**config.mk**
```make
export PLATFORM = sky130hd
export DESIGN_NAME = cnn_iter_ctrl_flat
export DESIGN_NICKNAME = d
export VERILOG_FILES = /design/src/rtl/cnn_pkg.sv /design/src/rtl/cnn_iter_ctrl_if.sv /design/src/rtl/cnn_wb_delay.sv /design/src/rtl/cnn_iter_ctrl.sv /design/src/flat_wrapper.sv
export SDC_FILE = /design/constraint.sdc
export NUM_CORES = 1
export LEC_CHECK = 0
export CAP_MARGIN = 20
export CORE_MARGIN = 3
export CORE_UTILIZATION = 45
export CTS_CLUSTER_SIZE = 30
export DETAILED_ROUTE_END_ITERATION = 7
export PLACE_DENSITY = 0.74
export SLEW_MARGIN = 30
export SYNTH_ARGS = -nofsm -noshare
export SYNTH_HDL_FRONTEND = slang
export SYNTH_HIERARCHICAL = 1
export SYNTH_SLANG_ARGS = --single-unit
```
**constraint.sdc**
```tcl
create_clock -name clk -period 7.3 [get_ports clk]
set_clock_uncertainty 0.2 [all_clocks]
set_input_delay 0.73 -clock clk [delete_from_list [all_inputs] [get_ports clk]]
set_output_delay 0.73 -clock clk [all_outputs]
set_load 0.1 [all_outputs]
```
**src/rtl/cnn_pkg.sv**
```systemverilog
// Shared types and defaults for the CNN cell-update sequencing controller.
// Operand/state widths describe the datapath this controller feeds.
package cnn_pkg;

    localparam int WIDTH    = 9;
    localparam int STATE_W  = 2 * WIDTH;
    localparam int DEF_ROWS = 8;
    localparam int DEF_COLS = 8;
    localparam int DEF_LAT  = 2;

    typedef logic [WIDTH-1:0]   operand_t;
    typedef logic [STATE_W-1:0] cell_state_t;

    typedef enum logic [2:0] {
        IDLE,
        RUN,
        DRAIN,
        SWAP,
        DONE
    } ctrl_state_t;

    function automatic logic [7:0] sat_inc8(input logic [7:0] v);
        return (v == 8'hFF) ? v : v + 8'd1;
    endfunction

endpackage

```
**src/rtl/cnn_iter_ctrl_if.sv**
```systemverilog
// Datapath-side bundle of the iteration controller: cell issue handshake,
// bank selects and the delayed write-back port into the ping-pong state RAM.
interface cnn_iter_ctrl_if #(
    parameter int RW = 3,
    parameter int CW = 3
);

    logic          issue_valid;
    logic          issue_ready;
    logic [RW-1:0] issue_row;
    logic [CW-1:0] issue_col;
    logic          rd_bank;
    logic          res_changed;
    logic          wb_en;
    logic [RW-1:0] wb_row;
    logic [CW-1:0] wb_col;
    logic          wb_bank;

    modport master (
        output issue_valid,
        input  issue_ready,
        output issue_row,
        output issue_col,
        output rd_bank,
        input  res_changed,
        output wb_en,
        output wb_row,
        output wb_col,
        output wb_bank
    );

    modport slave (
        input  issue_valid,
        output issue_ready,
        input  issue_row,
        input  issue_col,
        input  rd_bank,
        output res_changed,
        input  wb_en,
        input  wb_row,
        input  wb_col,
        input  wb_bank
    );

endinterface

```
**src/rtl/cnn_wb_delay.sv**
```systemverilog
// Fixed-latency shift register carrying issued cell addresses to the
// write-back port; the head entry is the registered write-back request.
module cnn_wb_delay #(
    parameter int LAT = 2,
    parameter int RW  = 3,
    parameter int CW  = 3
) (
    input  logic          clk,
    input  logic          rst_n,
    input  logic          push_valid,
    input  logic [RW-1:0] push_row,
    input  logic [CW-1:0] push_col,
    output logic          head_valid,
    output logic [RW-1:0] head_row,
    output logic [CW-1:0] head_col,
    output logic          pending
);

    logic [LAT-1:0] vld;
    logic [RW-1:0]  rows [LAT];
    logic [CW-1:0]  cols [LAT];

    always_ff @(posedge clk or negedge rst_n) begin
        if (!rst_n) begin
            vld <= '0;
            for (int i = 0; i < LAT; i++) begin
                rows[i] <= '0;
                cols[i] <= '0;
            end
        end else begin
            vld[0]  <= push_valid;
            rows[0] <= push_row;
            cols[0] <= push_col;
            for (int i = 1; i < LAT; i++) begin
                vld[i]  <= vld[i-1];
                rows[i] <= rows[i-1];
                cols[i] <= cols[i-1];
            end
        end
    end

    assign head_valid = vld[LAT-1];
    assign head_row   = rows[LAT-1];
    assign head_col   = cols[LAT-1];

    // Entries still queued behind the head; once clear, the head is the last write-back.
    generate
        if (LAT > 1) begin : g_pending
            assign pending = |vld[LAT-2:0];
        end else begin : g_no_pending
            assign pending = 1'b0;
        end
    endgenerate

endmodule

```
**src/rtl/cnn_iter_ctrl.sv**
```systemverilog
// Raster-order cell sequencer for the shared CNN update datapath: repeats
// grid sweeps over ping-pong state banks until the iteration limit or no change.
module cnn_iter_ctrl
    import cnn_pkg::*;
#(
    parameter int ROWS = DEF_ROWS,
    parameter int COLS = DEF_COLS,
    parameter int LAT  = DEF_LAT
) (
    input  logic       clk,
    input  logic       rst_n,
    input  logic       start,
    input  logic [7:0] iters,
    output logic       busy,
    output logic       done,
    output logic       converged,
    output logic [7:0] iter_count,
    cnn_iter_ctrl_if.master dp
);

    localparam int RW = (ROWS > 1) ? $clog2(ROWS) : 1;
    localparam int CW = (COLS > 1) ? $clog2(COLS) : 1;
    localparam logic [RW-1:0] LAST_ROW = RW'(ROWS - 1);
    localparam logic [CW-1:0] LAST_COL = CW'(COLS - 1);

    ctrl_state_t   state;
    ctrl_state_t   state_next;
    logic [RW-1:0] row;
    logic [CW-1:0] col;
    logic [7:0]    iters_q;
    logic          rd_bank;
    logic          dirty;
    logic          issue_valid;
    logic          fire;
    logic          last_cell;
    logic          last_iter;
    logic          head_valid;
    logic [RW-1:0] head_row;
    logic [CW-1:0] head_col;
    logic          pending;

    assign fire      = (state == RUN) && dp.issue_ready;
    assign last_cell = (row == LAST_ROW) && (col == LAST_COL);
    assign last_iter = (sat_inc8(iter_count) == iters_q);

    cnn_wb_delay #(
        .LAT (LAT),
        .RW  (RW),
        .CW  (CW)
    ) u_wb_delay (
        .clk        (clk),
        .rst_n      (rst_n),
        .push_valid (fire),
        .push_row   (row),
        .push_col   (col),
        .head_valid (head_valid),
        .head_row   (head_row),
        .head_col   (head_col),
        .pending    (pending)
    );

    always_ff @(posedge clk or negedge rst_n) begin
        if (!rst_n) begin
            state <= IDLE;
        end else begin
            state <= state_next;
        end
    end

    // DRAIN leaves as soon as the head holds the final write-back, so SWAP never sees a wb_en.
    always_comb begin
        state_next  = state;
        issue_valid = 1'b0;
        busy        = 1'b0;
        done        = 1'b0;
        case (state)
            IDLE: begin
                if (start) begin
                    state_next = (iters == 8'd0) ? DONE : RUN;
                end
            end
            RUN: begin
                issue_valid = 1'b1;
                busy        = 1'b1;
                if (dp.issue_ready && last_cell) begin
                    state_next = DRAIN;
                end
            end
            DRAIN: begin
                busy = 1'b1;
                if (!pending) begin
                    state_next = SWAP;
                end
            end
            SWAP: begin
                busy = 1'b1;
                if (!dirty || last_iter) begin
                    state_next = DONE;
                end else begin
                    state_next = RUN;
                end
            end
            DONE: begin
                done       = 1'b1;
                state_next = IDLE;
            end
            default: begin
                state_next = IDLE;
            end
        endcase
    end

    always_ff @(posedge clk or negedge rst_n) begin
        if (!rst_n) begin
            row        <= '0;
            col        <= '0;
            iters_q    <= '0;
            iter_count <= '0;
            rd_bank    <= 1'b0;
            dirty      <= 1'b0;
            converged  <= 1'b0;
        end else begin
            if (head_valid && dp.res_changed) begin
                dirty <= 1'b1;
            end
            case (state)
                IDLE: begin
                    if (start) begin
                        iters_q    <= iters;
                        iter_count <= '0;
                        converged  <= 1'b0;
                        dirty      <= 1'b0;
                        row        <= '0;
                        col        <= '0;
                    end
                end
                RUN: begin
                    if (dp.issue_ready) begin
                        if (col == LAST_COL) begin
                            col <= '0;
                            row <= (row == LAST_ROW) ? '0 : row + 1'b1;
                        end else begin
                            col <= col + 1'b1;
                        end
                    end
                end
                // rd_bank is deliberately kept across jobs so the newest bank stays readable.
                SWAP: begin
                    iter_count <= sat_inc8(iter_count);
                    rd_bank    <= ~rd_bank;
                    if (!dirty) begin
                        converged <= 1'b1;
                    end else if (!last_iter) begin
                        dirty <= 1'b0;
                        row   <= '0;
                        col   <= '0;
                    end
                end
                default: begin
                end
            endcase
        end
    end

    assign dp.issue_valid = issue_valid;
    assign dp.issue_row   = row;
    assign dp.issue_col   = col;
    assign dp.rd_bank     = rd_bank;
    assign dp.wb_bank     = ~rd_bank;
    assign dp.wb_en       = head_valid;
    assign dp.wb_row      = head_row;
    assign dp.wb_col      = head_col;

endmodule
```
**src/flat_wrapper.sv**
```systemverilog
// flat-port wrapper written by rule: the top's interface ports become plain ports
module cnn_iter_ctrl_flat import cnn_pkg::*;
#(
    parameter int ROWS = DEF_ROWS,
    parameter int COLS = DEF_COLS,
    parameter int LAT  = DEF_LAT
)
  (clk, rst_n, start, iters, busy, done, converged, iter_count, dp_issue_valid, dp_issue_ready, dp_issue_row, dp_issue_col, dp_rd_bank, dp_res_changed, dp_wb_en, dp_wb_row, dp_wb_col, dp_wb_bank);
  cnn_iter_ctrl_if dp_i ();
  input  logic clk;
  input  logic rst_n;
  input  logic start;
  input  logic [7:0] iters;
  output logic busy;
  output logic done;
  output logic converged;
  output logic [7:0] iter_count;
  output wire logic [$bits(dp_i.issue_valid)-1:0] dp_issue_valid;
  input wire logic [$bits(dp_i.issue_ready)-1:0] dp_issue_ready;
  output wire logic [$bits(dp_i.issue_row)-1:0] dp_issue_row;
  output wire logic [$bits(dp_i.issue_col)-1:0] dp_issue_col;
  output wire logic [$bits(dp_i.rd_bank)-1:0] dp_rd_bank;
  input wire logic [$bits(dp_i.res_changed)-1:0] dp_res_changed;
  output wire logic [$bits(dp_i.wb_en)-1:0] dp_wb_en;
  output wire logic [$bits(dp_i.wb_row)-1:0] dp_wb_row;
  output wire logic [$bits(dp_i.wb_col)-1:0] dp_wb_col;
  output wire logic [$bits(dp_i.wb_bank)-1:0] dp_wb_bank;
  assign dp_issue_valid = dp_i.issue_valid;
  assign dp_i.issue_ready = dp_issue_ready;
  assign dp_issue_row = dp_i.issue_row;
  assign dp_issue_col = dp_i.issue_col;
  assign dp_rd_bank = dp_i.rd_bank;
  assign dp_i.res_changed = dp_res_changed;
  assign dp_wb_en = dp_i.wb_en;
  assign dp_wb_row = dp_i.wb_row;
  assign dp_wb_col = dp_i.wb_col;
  assign dp_wb_bank = dp_i.wb_bank;
  cnn_iter_ctrl #(.ROWS(ROWS), .COLS(COLS), .LAT(LAT)) u_core (.clk(clk), .rst_n(rst_n), .start(start), .iters(iters), .busy(busy), .done(done), .converged(converged), .iter_count(iter_count), .dp(dp_i));
endmodule
```
# Word level (Yosys, flattened, before mapping)

Cells that the tools add are included.

$add $sub $neg: 3
$mul: 0
Divide/modulo/power cells: 0
Magnitude comparators: 0
Eq/ne operators: 16
Shifts and indexed selects: 0
Muxes and demuxes: 30
Bitwise logic cells: 1
Reduce and logical (&&, ||, !) cells: 17

Operators by type and width:

| cell                  | number |
|---|---|
| $mux W3               | 13 |
| $pmux W3 S3           | 2 |
| $mux W8               | 2 |
| $pmux W8 S2           | 1 |
| $ne A2 B2 Y1 const B  | 7 |
| $pmux W3 S4           | 1 |
| $eq A3 B3 Y1 const B  | 3 |
| $mux W1               | 9 |
| $add A8 B1 Y8 const B | 1 |
| $eq A8 B8 Y1          | 1 |
| $eq A8 B8 Y1 const B  | 1 |
| $logic_not A8 Y1      | 1 |
| $add A3 B1 Y3 const B | 2 |
| $eq A3 B2 Y1 const B  | 2 |
| $reduce_and A3 Y1     | 2 |
| $reduce_and A6 Y1     | 1 |
| $reduce_and A5 Y1     | 1 |
| $logic_and A1 B1 Y1   | 4 |
| $pmux W1 S2           | 2 |
| $reduce_and A2 Y1     | 2 |
| $eq A3 B1 Y1 const B  | 1 |
| $logic_not A3 Y1      | 1 |
| $reduce_bool A3 Y1    | 1 |
| $reduce_or A3 Y1      | 1 |
| 5 further kinds       | 5 |

Flip-flop bits (word level): 42
Bits in latches: 0
Memory bits (writable): 0
ROM bits: 0
Input port bits: 13
Output and inout bits: 27
Word-level logic and storage cells: 80
Memories kept: 0

# Depth between registers and ports, before layout

Depth in word-level cells: 6
Gate-level depth with buffers: 8
Depth with buffers taken out: 7

# Modules after synthesis

Netlist, hierarchy kept.

Modules (own cells, without submodules):

| module        | instances | cells each | area an instance (µm²) | seq. area each (µm²) |
|---|---|---|---|---|
| cnn_iter_ctrl | 1         | 210        | 1876.8                 | 700.7 |
| cnn_wb_delay  | 1         | 20         | 395.4                  | 350.3 |

# Least setup slack after synthesis

Ideal clock, no wire load.

Path type: reg2reg
From: register u_core.state[1]
To: register u_core.row[0] (netlist: u_core/dp.issue_row[0])
Library setup time: 78 ps
Data arrival time: 3965 ps
Required time: 7022 ps
Path slack: 3057 ps
Cell stages (with the launch flop): 8
Path buffers: 1
Clock period less this slack: 4243 ps
Cells stage by stage: dfrtp_1 clkbuf_1 nor3b_1 inv_1 o21ai_0 a22oi_1 nand2_1 a2bb2oi_2

Cells in the longest elaborated chain, start to end: 3
Elaborated cells on any way between the ends: 11
Those cells by class: eq/ne (7); mux (1); reduce/logical (3)

RTL lines:

| element                                               | line                 | source |
|---|---|---|
| from (decl)                                           | cnn_iter_ctrl.sv:26  | `ctrl_state_t state;` |
| from (signal assigned)                                | cnn_iter_ctrl.sv:66  | `state <= state_next;` |
| $eq A3 B1 Y1 (tied with other cells)                  | cnn_iter_ctrl.sv:126 | `case (state)` |
| $ne A2 B2 Y1 (no source line) (tied with other cells) | -                    |  |
| $reduce_and A6 Y1 (no source line)                    | -                    |  |
| to (signal assigned)                                  | cnn_iter_ctrl.sv:141 | `row <= (row == LAST_ROW) ? '0 : row + 1'b1;` |
| to (decl)                                             | cnn_iter_ctrl.sv:28  | `logic [RW-1:0] row;` |

Parallel ways exist; a longest one is shown, timed or not.
A chain may end at the register's enable or synchronous reset.

# Final worst setup path

From: register u_core.state[2]
To: output port dp_issue_valid

Cells in the longest elaborated chain, start to end: 2

RTL lines:

| element      | line                | source |
|---|---|---|
| $eq A3 B1 Y1 | cnn_iter_ctrl.sv:76 | `case (state)` |
| $mux W1      | cnn_iter_ctrl.sv:76 |  |
| to (decl)    | flat_wrapper.sv:18  | `output wire logic [$bits(dp_i.issue_valid)-1:0] dp_issue_valid;` |

Every way passes these cells.

==> summary.txt <==
Outcome
  • Status: finished clean

Place
  • Dpl cell area: 0.00264 mm^2
  • Placed instance count: 318
  • IO buf count: 39
  • Placer Congestion: about 0.87
  • DP HPWL: 3480 um

Timing
  • Final setup fails: 0
  • Final Cycle Share: 49.4%
  • Fmax: around 280 MHz
  • Slew @ Worst Pin: 0.981 ns
  • Slew headroom: around 34%
  • Max Transition Viols Final: 0
  • Final Hold Slack: 0.152 ns
  • Hold Violations, Final: 0
  • Unrepaired setup endpoints after global routing: no
  • Setup TNS: 0 ns
  • Fin crit period: 3.60 ns

Clock network
  • Skew-Pair Late Insertion Delay: about 0.30 ns
  • H-tree lvl count: 2
  • CTS sink cnt: 42
  • TritonCTS Buffers: 5
  • CTS Hold Buffers Added: 0
  • Worst-path clk slew: 0.08 ns
  • Max clock buf depth: 2
  • Post-CTS setup buffers: 0
  • CTS resizes: 0
  • CTS tree: yes
  • CTS Root Cell: clkbuf_8

Power and ir drop
  • Overall Power: 0.761 mW
  • Clk network pwr share: 24.8%
  • Part of the power in registers: 38.6%
  • Sw Ratio: 42.2%
  • Max IR drop VDD: 274 uV
  • PwrDens: 276 mW/mm^2
  • Leak Pwr: 1.14 nW
  • Switching pwr: 0.321 mW
  • Pint: 0.440 mW
  • Comb pwr share: 36.6%

Layout
  • Area Overhead vs Synth: 21.3%
  • Ant. Diodes: 0
  • Commonest non-fill, non-tap cell in the layout: dfrtp_1
  • Layout Nets: 276
  • Post-route cell area: around 0.0028 mm^2
  • Share of cells above drive strength 1: 10.4%
  • Fillers: 425
  • Most frequent cells in the layout: dfrtp_1, clkdlybuf4s50_1, nand2_1
  • Final Non-Filler Cells: approximately 330

Logic synthesis
  • Synth unique cells: 55
  • Post-synth EDFFs: 0
  • Dominant synthesized flop cell: dfrtp_1
  • Cell area after synthesis: 0.00227 mm^2
  • Sequential-to-total area share from yosys stat: between 40% and 50%
  • Flop and latch count out of synthesis: 42
  • Async SR Flop Fraction: 100%
  • Cells after Synth: 230
  • Synth area leaders: dfrtp_1, o21ai_0, mux2_2
  • Yosys top cell area share: 46.3%
  • Syn nets: 248
  • Syn Area/Cell: about 10 um^2
  • Yosys top cell by area: dfrtp_1
  • Warnings, synthesis: 6

Worst setup path
  • CP peak stage delay: 1.27 ns
  • CP startpoint kind: flip-flop
  • Worst endpoint required time: 6.37 ns
  • R2R cell count: 7
  • Crit path max-delay cell type: clkdlybuf4s50_1
  • CP arrival: 2.67 ns
  • Setup CP Type: flip-flop to primary output
  • R2R Setup Slk: 4.52 ns
  • Critical Path Fanout Max: 12
  • Crit Reg-Reg Startpoint: u_core/iter_count[0]
  • Capturing point of the worst reg2reg path: u_core/state[2]
  • Critical path, cell by cell: nor3b_1 > clkdlybuf4s50_1
  • CP startpoint: u_core/state[2]
  • CP endpoint: dp_issue_valid
  • Crit end category: primary output

Flow run
  • Max Cap Viol: 0

Floorplan
  • Starting density of the core: 47.2%
  • Io pins: 40
  • Core Region: about 0.0048 mm^2
  • Core Rows: 25
  • Die Ht: between 70 and 80 um
  • Die footprint: 0.00594 mm^2
  • Die X: 77.1 um

Route
  • Avg Vias per Cell: 5.66
  • DRT Pass-1 Iters: 4
  • DRC Markers: 0
  • ANT nets after route: 0
  • Vias: 1,845
  • Starting DRT DRC Count: 148
  • Drt wl/cell: 15.5 um
  • Routed wire length: 5050 um

GRT
  • Largest net degree at the start of global routing: 43
  • GRT Resource Usage Total: 17.6%
  • Vias in the first global route: approximately 1,700
  • Antenna violations before repair: 0
  • GRT Residual Overflow: 0
  • First-pass GRT wire length: 8310 um

Hold path
  • Type of the worst min-delay path: flip-flop to flip-flop
per-layer routing:
metal / track usage, % / part of all wire, %
met5: 0 / 0
met1: 25.6 / 49
met2: 25.4 / 45
met3: 4.34 / 5.1
met4: 6.05 / 1.4
stage by stage:
stage	util [%]	worst slack (ns)
after CTS	57.0	3.72
after global placement	54.6	4.04
after detailed placement	54.7	4.09
final	57.2	3.70
after global routing	57.2	3.53
after floorplan	-	3.06
worst max-delay path, delay by kind of cell (launching register included):
kind                   cells  cell delay [ns]
flip-flops                 1             0.52
buffers and inverters      1             1.27
AND/OR/NAND/NOR            1             0.59
flip-flops by register name, summed over array words and instances (netlist names):
| name | flops |
|---|---|
| u_core/u_wb_delay/rows | 3 |
| u_core/u_wb_delay/head_row | 3 |
| u_core/dp.issue_row | 3 |
| u_core/u_wb_delay/head_col | 3 |
| u_core/converged | 1 |
| u_core/dirty | 1 |
| u_core/iter_count | 8 |
| u_core/u_wb_delay/cols | 3 |
| u_core/state | 3 |
| u_core/iters_q | 8 |
| u_core/u_wb_delay/vld | 2 |
| u_core/dp.rd_bank | 1 |
| u_core/dp.issue_col | 3 |
power by group through the flow:
stage,sequential (mW),combinational (mW),clock [mW]
finish,0.294,0.278,0.189
global route,0.301,0.290,0.203
CTS,0.294,0.279,0.191
detailed placement,0.299,0.278,0
global placement,0.296,0.276,0
floorplan,0.381,0.139,0
synth_stat cells (all sizes together), types with 4 or more instances:
cell    count
nor4        4
nand3       8
a21oi      10
nand2      22
xnor2       4
inv         8
mux2i       4
clkbuf      4
ha          5
dfrtp      42
buf        14
mux2        8
o21ai      21
nor2       16
worst min path at each step:
stage          slack, ns                       endpoint  depth (start not counted)                       from
2_1_floorplan       0.13  u_core/u_wb_delay/head_col[0]                          0  u_core/u_wb_delay/cols[3]
3_3_place_gp        0.13  u_core/u_wb_delay/head_row[2]                          0  u_core/u_wb_delay/rows[5]
3_5_place_dp        0.13  u_core/u_wb_delay/head_col[0]                          0  u_core/u_wb_delay/cols[3]
4_1_cts             0.15  u_core/u_wb_delay/head_col[0]                          0  u_core/u_wb_delay/cols[3]
5_1_grt             0.16  u_core/u_wb_delay/head_row[1]                          0  u_core/u_wb_delay/rows[4]
6_report            0.15  u_core/u_wb_delay/head_col[0]                          0  u_core/u_wb_delay/cols[3]
cell type report:
type                            instances  area [um^2]  area share, %
Clock buffer                            5         68.8           2.50
Clock inverter                          3         43.8           1.59
Inverter                                8         30.0           1.09
Multi-Input combinational cell        162         1090           39.6
Sequential cell                        42         1050           38.1
Tap cell                               67         83.8           3.04
Timing Repair Buffer                   39          388           14.1
cells by family after synthesis:
group	synth area share, %
AO/OA/AOI/OAI	19.0
XOR/XNOR	1.93
adder cells (fa/ha/maj)	2.75
buffers and inverters	6.11
flip-flops	46.3
multiplexers	5.73
AND/OR/NAND/NOR	18.2
No activity file was read; power rests on OpenSTA's default activity.
